==> src/rtl/wb_stage_param.sv <==
// Parametrised write-back stage: register-file write, forwarding, exception flush with a one-cycle kill window.
// Optional retirement counter port retire_cnt is enabled by defining WB_PERF_CNT_EN.
module wb_stage_param #(
  parameter int DATA_W  = 32,
  parameter int PC_W    = 32,
  parameter int REG_AW  = 5,
  parameter int ECODE_W = 6,
  localparam int BUS_W  = 1 + ECODE_W + 1 + REG_AW + DATA_W + PC_W
) (
  input  logic               clk,
  input  logic               reset,
  input  logic               mem_to_wb_valid,
  input  logic [BUS_W-1:0]   mem_to_wb_bus,
  input  logic               rf_stall,
  output logic               wb_allow,
  output logic               rf_we,
  output logic [REG_AW-1:0]  rf_waddr,
  output logic [DATA_W-1:0]  rf_wdata,
  output logic [REG_AW-1:0]  wb_dest_bus,
  output logic [DATA_W-1:0]  wb_value_bus,
  output logic               wb_flush,
  output logic [PC_W-1:0]    wb_ex_pc,
  output logic [ECODE_W-1:0] wb_ex_ecode,
  output logic [PC_W-1:0]    debug_wb_pc,
  output logic [3:0]         debug_wb_rf_we,
  output logic [REG_AW-1:0]  debug_wb_rf_wnum,
  output logic [DATA_W-1:0]  debug_wb_rf_wdata
`ifdef WB_PERF_CNT_EN
  ,
  output logic [31:0]        retire_cnt
`endif
);

  typedef enum logic {RUN, KILL} state_t;

  state_t             r_state;
  state_t             w_stateNext;
  logic               r_wbValid;
  logic [BUS_W-1:0]   r_bus;

  logic               w_ex;
  logic [ECODE_W-1:0] w_ecode;
  logic               w_grWe;
  logic [REG_AW-1:0]  w_dest;
  logic [DATA_W-1:0]  w_result;
  logic [PC_W-1:0]    w_pc;
  logic               w_wbGo;
  logic               w_run;
  logic               w_accept;

  assign {w_ex, w_ecode, w_grWe, w_dest, w_result, w_pc} = r_bus;

  assign w_wbGo   = ~rf_stall;
  assign w_run    = (r_state == RUN);
  assign wb_allow = ~r_wbValid | w_wbGo;
  assign wb_flush = r_wbValid & w_ex & w_wbGo;
  // Nothing is latched in the flush cycle or the kill cycle after it.
  assign w_accept = mem_to_wb_valid & wb_allow & w_run & ~wb_flush;

  always_ff @(posedge clk or posedge reset) begin
    if (reset) begin
      r_wbValid <= 1'b0;
      r_bus     <= '0;
    end else begin
      if (wb_allow) begin
        r_wbValid <= mem_to_wb_valid & w_run & ~wb_flush;
      end
      if (w_accept) begin
        r_bus <= mem_to_wb_bus;
      end
    end
  end

  always_ff @(posedge clk or posedge reset) begin
    if (reset) begin
      r_state <= RUN;
    end else begin
      r_state <= w_stateNext;
    end
  end

  always_comb begin
    w_stateNext = r_state;
    case (r_state)
      RUN:     if (wb_flush) w_stateNext = KILL;
      KILL:    w_stateNext = RUN;
      default: w_stateNext = RUN;
    endcase
  end

  // Forwarding ignores rf_stall so a held result stays visible to the decode stage.
  assign wb_dest_bus  = (r_wbValid & w_grWe & ~w_ex) ? w_dest : '0;
  assign wb_value_bus = w_result;

  assign rf_we    = r_wbValid & w_grWe & ~w_ex & (w_dest != '0) & w_wbGo;
  assign rf_waddr = w_dest;
  assign rf_wdata = w_result;

  assign wb_ex_pc    = w_pc;
  assign wb_ex_ecode = w_ecode;

  assign debug_wb_pc       = w_pc;
  assign debug_wb_rf_we    = {4{rf_we}};
  assign debug_wb_rf_wnum  = w_dest;
  assign debug_wb_rf_wdata = w_result;

`ifdef WB_PERF_CNT_EN
  logic [31:0] r_retireCnt;

  // Excepting instructions retire too, so they are counted.
  always_ff @(posedge clk or posedge reset) begin
    if (reset) begin
      r_retireCnt <= '0;
    end else if (r_wbValid & w_wbGo) begin
      r_retireCnt <= r_retireCnt + 32'd1;
    end
  end

  assign retire_cnt = r_retireCnt;
`endif

endmodule

==> config.mk <==
export PLATFORM = sky130hd
export DESIGN_NAME = wb_stage_param
export DESIGN_NICKNAME = d
export VERILOG_FILES = /design/src/rtl/wb_stage_param.sv
export SDC_FILE = /design/constraint.sdc
export NUM_CORES = 1
export LEC_CHECK = 0
export BUFFER_PORTS_ARGS = -buffer_cell sky130_fd_sc_hd__buf_2
export CAP_MARGIN = 20
export CELL_PAD_IN_SITES_DETAIL_PLACEMENT = 0
export CELL_PAD_IN_SITES_GLOBAL_PLACEMENT = 2
export CORE_MARGIN = 5
export CORE_UTILIZATION = 23
export DETAILED_ROUTE_END_ITERATION = 8
export GPL_TIMING_DRIVEN = 1
export PLACE_DENSITY = 0.81
export SLEW_MARGIN = 40
export SYNTH_ARGS = -nofsm -noshare
export SYNTH_HDL_FRONTEND = slang
export SYNTH_SLANG_ARGS = --single-unit
==> constraint.sdc <==
create_clock -name clk -period 2.1 [get_ports clk]
set_input_delay 0.105 -clock clk [delete_from_list [all_inputs] [get_ports clk]]
set_output_delay 0.105 -clock clk [all_outputs]
set_load 0.03 [all_outputs]
[Word-level counts from Yosys, hierarchy flattened]
Index checks and enable logic that the tools add are counted.
W data, S select, Z words.
Cells by class
  muxes and demuxes: 3
  bitwise gates (word level): 17
  reductions and logical operators: 1
Operators with widths (number)
  $and A1 B1 Y1: 11
  $mux W5: 1
  $not A1 Y1: 5
  $reduce_bool A5 Y1: 1
  $pmux W1 S2: 1
  $mux W1: 1
  $or A1 B1 Y1: 1
Storage, ports and cells
  flip-flop bits (word level): 79
  bits of input ports: 81
  output and inout port bits: 188
  word-level logic and storage cells: 24

[Longest topological paths before layout]
Gate-level depths: netlist (run 1).
  depth after elaboration: 5
  depth in mapped cells: 5

[Least setup slack after synthesis (run 1)]
Ideal clock, no wire load.
  path kind: reg2out
  from: register r_bus[65]
  to: output port debug_wb_rf_we[0]
  arrival: 2026 ps
  slack: -31 ps
  stages on the path, launching flop included: 5
  path buffers: 1
  cells stage by stage: dfrtp_1 > or4_1 > nor2_1 > nor4_1 > buf_4
Between the ends
  cells in the longest elaborated chain, start to end: 3
Ends and longest elaborated chain
  start: declaration: line 39  | logic [BUS_W-1:0] r_bus;
  start signal: assignment: line 69  | r_bus <= mem_to_wb_bus;
  $reduce_bool A5 Y1: line 95  | assign rf_we = r_wbValid & w_grWe & ~w_ex & (w_dest != '0) & w_wbGo;
  $and A1 B1 Y1 (2 in a row): line 95
  end: declaration: line 25  | output logic [3:0] debug_wb_rf_we,
Every way passes these cells.

[Worst setup path after layout (run 1)]
  from: register r_bus[66]
  to: output port debug_wb_rf_we[1]
The elaborated chain is that of the path after synthesis.

==> results.md, run 1 <==
- Status: finished, final reports clean
- Count of final max-slew check failures: 0
- Transition time at the pin with the least slew margin: 489 ps
- Final core utilization: 0.308
- Critical Path AT: 1700 ps
- Maximum number of pins on one net before global-route repair: 43
- Most frequently used cell type in the post-synthesis netlist: buf_4
- Number of H-tree branching levels: 3
- All-layer global routing usage: 0.0827
- Part of the cycle the worst path needs: 0.861
- Die area: 22800 µm²
- Cell taking the most area after synthesis: dfrtp_1
- TritonCTS clock tree: done
- CP Max Fanout: 5
- Syn Inst Count: 364
- Synthesis warning total: 0
- Routed length per placed instance: 12.3 µm
- Number of storage elements in the synthesis netlist: 79
- Max-Cap Viols: 0
- X dimension of the die: 151 µm
- Global route total overflow: 0
- Area growth, synth to finish: 31.6%
- I/O pin cnt: 269
- Top cells by area in the synthesized netlist: dfrtp_1, buf_4, mux2_4, mux2_2, buf_12
- Number of I/O port buffers: 268
- Post-DR vias/cell: 3.51
- Remaining design rule violation count: 0
- Wire length of the first global-routing pass: 14600 µm
- Core area: 19500 µm²
- Syn nets: 445
- Remaining number of nets flagged by the antenna check after routing: 0
- Endpoint class of the critical path: output pin
- Sequential element share of the synthesized area: 0.433
- Source-to-sink clock delay at the later pin of the worst-skew pair: 340 ps
- Most used flip-flop cell after synthesis: dfrtp_1
- Clock Skews: 5.39 ps
- Critical path class: flop to output pin
- First DRT Iteration DRCs: 84
- Hold crit path type: input port to flop
- Pwr dens: 1690 nW/µm²
- Fraction of final layout cells sized beyond drive strength 1: 0.677
- Beginning of the worst hold path: rf_stall
- WHS Endpoint: r_wbValid$_DFFE_PP0P_
- Vias: 2829
- TNS Setup: 0 ps
- Clock sinks: 79
- Cell area after synthesis: 4570 µm²
- Fraction of registers with async set or reset after synthesis: 1.00
- Area share of the largest cell type after synthesis: 0.433
- Final estimated routing congestion in global placement: 0.680
- Post-CTS setup repair buffer count: 0
- Antenna violations before repair: 0
- Headroom to the max-slew limit: 0.674
- Depth of the worst register-to-register path: 4
- Cell row count: 51
- Endpoint of the lowest-slack register-to-register path: r_bus[15]$_DFFE_PP0P_
- Total CTS buffers: 9
- Top post-synthesis cells by count: buf_4, dfrtp_1, mux2_4
- Clock tree buffer depth: 2
- Count of different cell masters after synthesis: 18
- Cell at the root of the clock tree: clkbuf_16
- DIE HEIGHT: 151 µm
- Leakage: 0.00302 µW
- Effective utilization at floorplan: 0.234
- Number of stages on the worst hold path: 3
- R2r startpoint: r_bus[76]$_DFFE_PP0P_
- Detailed-router iteration count before antenna repair: 4
- Min Tclk post-route: 1810 ps
- Mean instance size in the synthesized netlist: 12.6 µm²
- Vias in the first global route: 2890
- Total routed wirelength: 9930 µm
- Clock transition at the registers of the reported paths: 60 ps
- CP Launch Type: flop
- Final HPWL DP: 7170 µm
- Fmax: 0.553 GHz
- Hold violation total from the final report: 0
- Unrepaired setup endpoints after global routing: false
- IR drop worst, VDD: 0.000844 V
- Register-to-register path setup slack: 500 ps
- Count of flip-flops with a built-in enable after synthesis: 0
- Final setup violation count: 0
- Data required time at the worst endpoint: 2000 ps
- Fin nets: 618
- Final antenna diode count: 0
==> cells by family after synthesis <==
group / share of synthesized area
buffers and inverters: 0.321
flip-flops: 0.433
multiplexers: 0.220
AND/OR/NAND/NOR: 0.0211
AO/OA/AOI/OAI: 0.00493
==> stage by stage <==
step | hold slack, ps | total power, µW | area [µm²] | std cells | setup WS [ps]
after floorplan | 241 | 8520 | 4580 | 364 | 477
after global placement | 179 | 8180 | 4860 | 713 | 521
after detailed placement | 199 | 8200 | 4860 | 713 | 503
after CTS | 68.1 | 10400 | 6020 | 807 | 256
after global routing | 99.4 | 10700 | 6020 | 807 | 186
final | 85.9 | 10200 | 6020 | 807 | 292
==> worst max-delay path, stage by stage (launching register included) <==
cell and delay (ps):
dfrtp_1 440, or4_1 550, nor2_1 130, nor4_2 70, buf_2 180
==> layout by cell type, fill, tap and decap left out <==
master         instances
mux2_4                40
nor2b_1                1
clkinvlp_4             2
buf_12                 3
bufinv_16              4
mux2_2                36
dfrtp_1               79
dlygate4sd3_1         78
nor2_1                 2
o21ai_0                3
and3b_1                1
clkbuf_16              9
or4_1                  1
nand2_1                3
buf_4                  1
nor4_2                 1
nor2_4                 1
buf_2                268
and2_1                 5
o21a_1                 1
nand2b_1               1
clkbuf_8               2
==> per-layer routing <==
metal / up-vias / track usage / routed length (µm)
li1: 1347 / - / -
met5: - / 0 / 0
met3: 13 / 0.0239 / 804
met4: 0 / 0.0390 / 222
met2: 135 / 0.150 / 5200
met1: 1334 / 0.0878 / 3700
==> where the power goes <==
part / leakage [µW] / total, µW / switching [µW] / internal, µW
clock network: 0.000182 / 1970 / 622 / 1350
logic: 0.00191 / 5600 / 3780 / 1820
registers: 0.000922 / 2630 / 507 / 2120
==> how the worst max path moves through the flow <==
| stage | from | endpoint | slack (ps) | depth (start not counted) |
|---|---|---|---|---|
| after floorplan | r_wbValid$_DFFE_PP0P_ | debug_wb_rf_we[0] | 480 | 3 |
| after global placement | r_bus[76]$_DFFE_PP0P_ | r_bus[11]$_DFFE_PP0P_ | 520 | 4 |
| after detailed placement | r_bus[76]$_DFFE_PP0P_ | r_bus[15]$_DFFE_PP0P_ | 500 | 4 |
| after CTS | r_bus[66]$_DFFE_PP0P_ | debug_wb_rf_we[3] | 260 | 4 |
| after global routing | r_bus[66]$_DFFE_PP0P_ | debug_wb_rf_we[1] | 190 | 4 |
| final | r_bus[66]$_DFFE_PP0P_ | debug_wb_rf_we[1] | 290 | 4 |
==> repair_timing <==
| item | CTS | global route |
|---|---|---|
| resized for setup | 0 | 0 |
| hold buffers | 78 | 0 |
| endpoints found under the setup margin | 0 | 0 |
| endpoints found under the hold margin | 156 | 0 |
==> layout make-up <==
| cell class | count | area (µm²) |
|---|---|---|
| sequential | 79 | 1980 |
| fill | 2016 | 13500 |
| tap | 265 | 332 |
| clock buffer | 11 | 253 |
| inverter | 1 | 7.51 |
| clock inverter | 5 | 128 |
| multi-input combinational | 96 | 1130 |
| timing repair buffer | 350 | 2190 |
==> flip-flops by register name, summed over array words and instances (netlist names) <==
register and count:
r_state 1, r_wbValid 1, r_bus 77
No activity file was read; power rests on OpenSTA's default activity.
==> inputs of run 2 (changes only) <==
--- a/config.mk
+++ b/config.mk
@@ -13,7 +13,8 @@
 export CORE_UTILIZATION = 23
 export DETAILED_ROUTE_END_ITERATION = 8
 export GPL_TIMING_DRIVEN = 1
-export PLACE_DENSITY = 0.81
+export PLACE_DENSITY = 0.87
+export SKIP_CTS_REPAIR_TIMING = 1
 export SLEW_MARGIN = 40
 export SYNTH_ARGS = -nofsm -noshare
 export SYNTH_HDL_FRONTEND = slang
==> run 2 against run 1 <==
Clock skew grew 1.7 ps; combinational power about the same; count of clock-buffer cells in the layout is the same; routed wire length is 2.8% higher; clock power is 15% lower.
==> results.md, run 2 (synthesis gave the netlist of run 1 again) <==
- Detailed-router iteration count before antenna repair: 3 (-1)
- Number of H-tree branching levels: 3 (unchanged)
- Final setup violation count: 0 (unchanged)
- Area of combinational cells with multiple inputs: 1130 µm² (unchanged)
- Remaining design rule violation count: 0 (unchanged)
- Part of the power in combinational logic: 0.564 (+0.015)
- Clock sinks: 79 (unchanged)
- X dimension of the die: 151 µm (unchanged)
- Total CTS buffers: 9 (unchanged)
- Clock network power share: 0.169 (-0.024)
- Fmax: 0.564 GHz (+2.0%)
- Number of flip-flops in the largest register: 77 (unchanged)
- IR drop worst, VDD: 0.000667 V (-21%)
- Fin nets: 608 (-1.6%)
- Final hold slack: 5.72 ps (-80.2 ps)
- Critical path class: flop to output pin
- Unrepaired setup endpoints after global routing: false
- TritonCTS clock tree: done
- Cells after DPL: 713 (unchanged)
- Final estimated routing congestion in global placement: 0.661 (-2.8%)
- Hold crit path type: input port to flop
- Placed cell areas: 4860 µm² (unchanged)
- Effective utilization at floorplan: 0.234 (unchanged)
- Total internal power: 4990 µW (-5.6%)
- Core area: 19500 µm² (unchanged)
- Register containing the most flip-flops in the final layout: r_bus
- Final setup slack of the worst path: 327 ps (+35.8 ps)
- Final HPWL DP: 7310 µm (+2.0%)
- Largest registers ranked by flip-flop count: r_bus (77), r_state (1), r_wbValid (1)
- Hold violation total from the final report: 0 (unchanged)
- Remaining number of nets flagged by the antenna check after routing: 0 (unchanged)
- Critical Path AT: 1670 ps (-30 ps)
- Area occupied by registers: 1980 µm² (unchanged)
- Clock tree buffer depth: 2 (unchanged)
- Data required time at the worst endpoint: 2000 ps (about the same)
- Status: finished, final reports clean
- Sequential share of power: 0.267 (+0.009)
- Wire length of the first global-routing pass: 13400 µm (-7.8%)
- Transition time at the pin with the least slew margin: 386 ps (-103 ps)
- First DRT Iteration DRCs: 49 (-42%)
- Clock Skews: 7.08 ps (+1.70 ps)
- Final Instance Count excl. Fillers: 796 (-1.4%)
- Source-to-sink clock delay at the later pin of the worst-skew pair: 330 ps (about the same)
- Setup slack after placement: 475 ps (-28.5 ps)
- Part of the cycle the worst path needs: 0.844 (-0.0170)
- Most frequent standard cell in the layout excluding fill and tap cells: buf_2
- Die area: 22800 µm² (unchanged)
- All-layer global routing usage: 0.0782 (-0.00446)
- Endpoint class of the critical path: output pin
- TNS Setup: 0 ps (unchanged)
- Max-Cap Viols: 0 (unchanged)
- Clock transition at the registers of the reported paths: 60 ps (about the same)
- Final antenna diode count: 0 (unchanged)
- I/O pin cnt: 269 (unchanged)
- Maximum number of pins on one net before global-route repair: 43 (unchanged)
- Routed length per placed instance: 12.8 µm (+4.3%)
- Fraction of final layout cells sized beyond drive strength 1: 0.687 (+0.0103)
- DIE HEIGHT: 151 µm (unchanged)
- Headroom to the max-slew limit: 0.741 (+0.0668)
- Sw Pwr: 4920 µW (+0.32%)
- Post-route design area: 5850 µm² (-2.8%)
- Pwr dens: 1700 nW/µm² (about the same)
- Most frequent cells in the layout: buf_2, dfrtp_1, dlygate4sd3_1
- CP Max Fanout: 5 (unchanged)
- Total routed wirelength: 10200 µm (+2.8%)
- FILL cells: 1986 (-1.5%)
- Vias: 2846 (+0.60%)
- Leakage: 0.00295 µW (-2.3%)
- Count of final max-slew check failures: 0 (unchanged)
- Global route total overflow: 0 (unchanged)
- Min Tclk post-route: 1770 ps (-35.8 ps)
- Area growth, synth to finish: 28.0%
- Switching Share: 0.496 (+0.0152)
- Vias in the first global route: 2441 (-16%)
- Cell at the root of the clock tree: clkbuf_16
- Number of I/O port buffers: 268 (unchanged)
- Cell row count: 51 (unchanged)
- Post-DR vias/cell: 3.58 (+2.0%)
- CP Launch Type: flop
- Antenna violations before repair: 1 (+1)
run 2: power by group through the flow:
stage | combinational, µW | clock (µW) | sequential [µW]
2_1_floorplan | 5970 | 0 | 2540
4_1_cts | 5540 | 1760 | 2660
3_3_place_gp | 5520 | 0 | 2670
6_report | 5590 | 1670 | 2650
3_5_place_dp | 5540 | 0 | 2670
5_1_grt | 5870 | 1830 | 2770
run 2: path summary, 6_finish.rpt:
check	from	endpoint	slack [ps]	depth (start not counted)
worst max-delay path	r_bus[66]$_DFFE_PP0P_	debug_wb_rf_we[3]	330	4
worst min-delay path	mem_to_wb_bus[22]	r_bus[22]$_DFFE_PP0P_	6	2
worst max register to register	r_bus[76]$_DFFE_PP0P_	r_bus[13]$_DFFE_PP0P_	480	4
worst min register to register	r_state$_DFF_PP0_	r_state$_DFF_PP0_	410	1
max in group asynchronous	reset	r_bus[12]$_DFFE_PP0P_	1170	4
min in group asynchronous	reset	r_bus[33]$_DFFE_PP0P_	290	3
run 2: stage by stage:
stage / total power (µW) / util
after floorplan: 8520 / -
after global placement: 8190 / 0.249
after detailed placement: 8210 / 0.249
after CTS: 9960 / 0.265
after global routing: 10500 / 0.300
final: 9920 / 0.300
run 2: metal layers:
| layer | wire length (µm) | up-vias | global-route usage | share of wire |
|---|---|---|---|---|
| li1 | - | 1328 | - | - |
| met1 | 3730 | 1355 | 0.0851 | 0.36 |
| met2 | 5390 | 149 | 0.136 | 0.53 |
| met3 | 924 | 12 | 0.0320 | 0.090 |
| met4 | 152 | 2 | 0.0299 | 0.015 |
| met5 | 20 | - | 0 | 0.0020 |
run 2: worst max-delay path, stage by stage (launching register included):
cell and delay [ps]:
dfrtp_1 420, or4_1 540, nor2_1 130, nor4_2 70
buf_2 180
run 2: final cells by class:
class	instances	area share
clock buffers	11	0.0415
clock inverters	4	0.0120
inverters	1	0.00128
multi-input cells	96	0.193
flip-flops and latches	79	0.338
well taps	265	0.0567
repair buffers	340	0.357
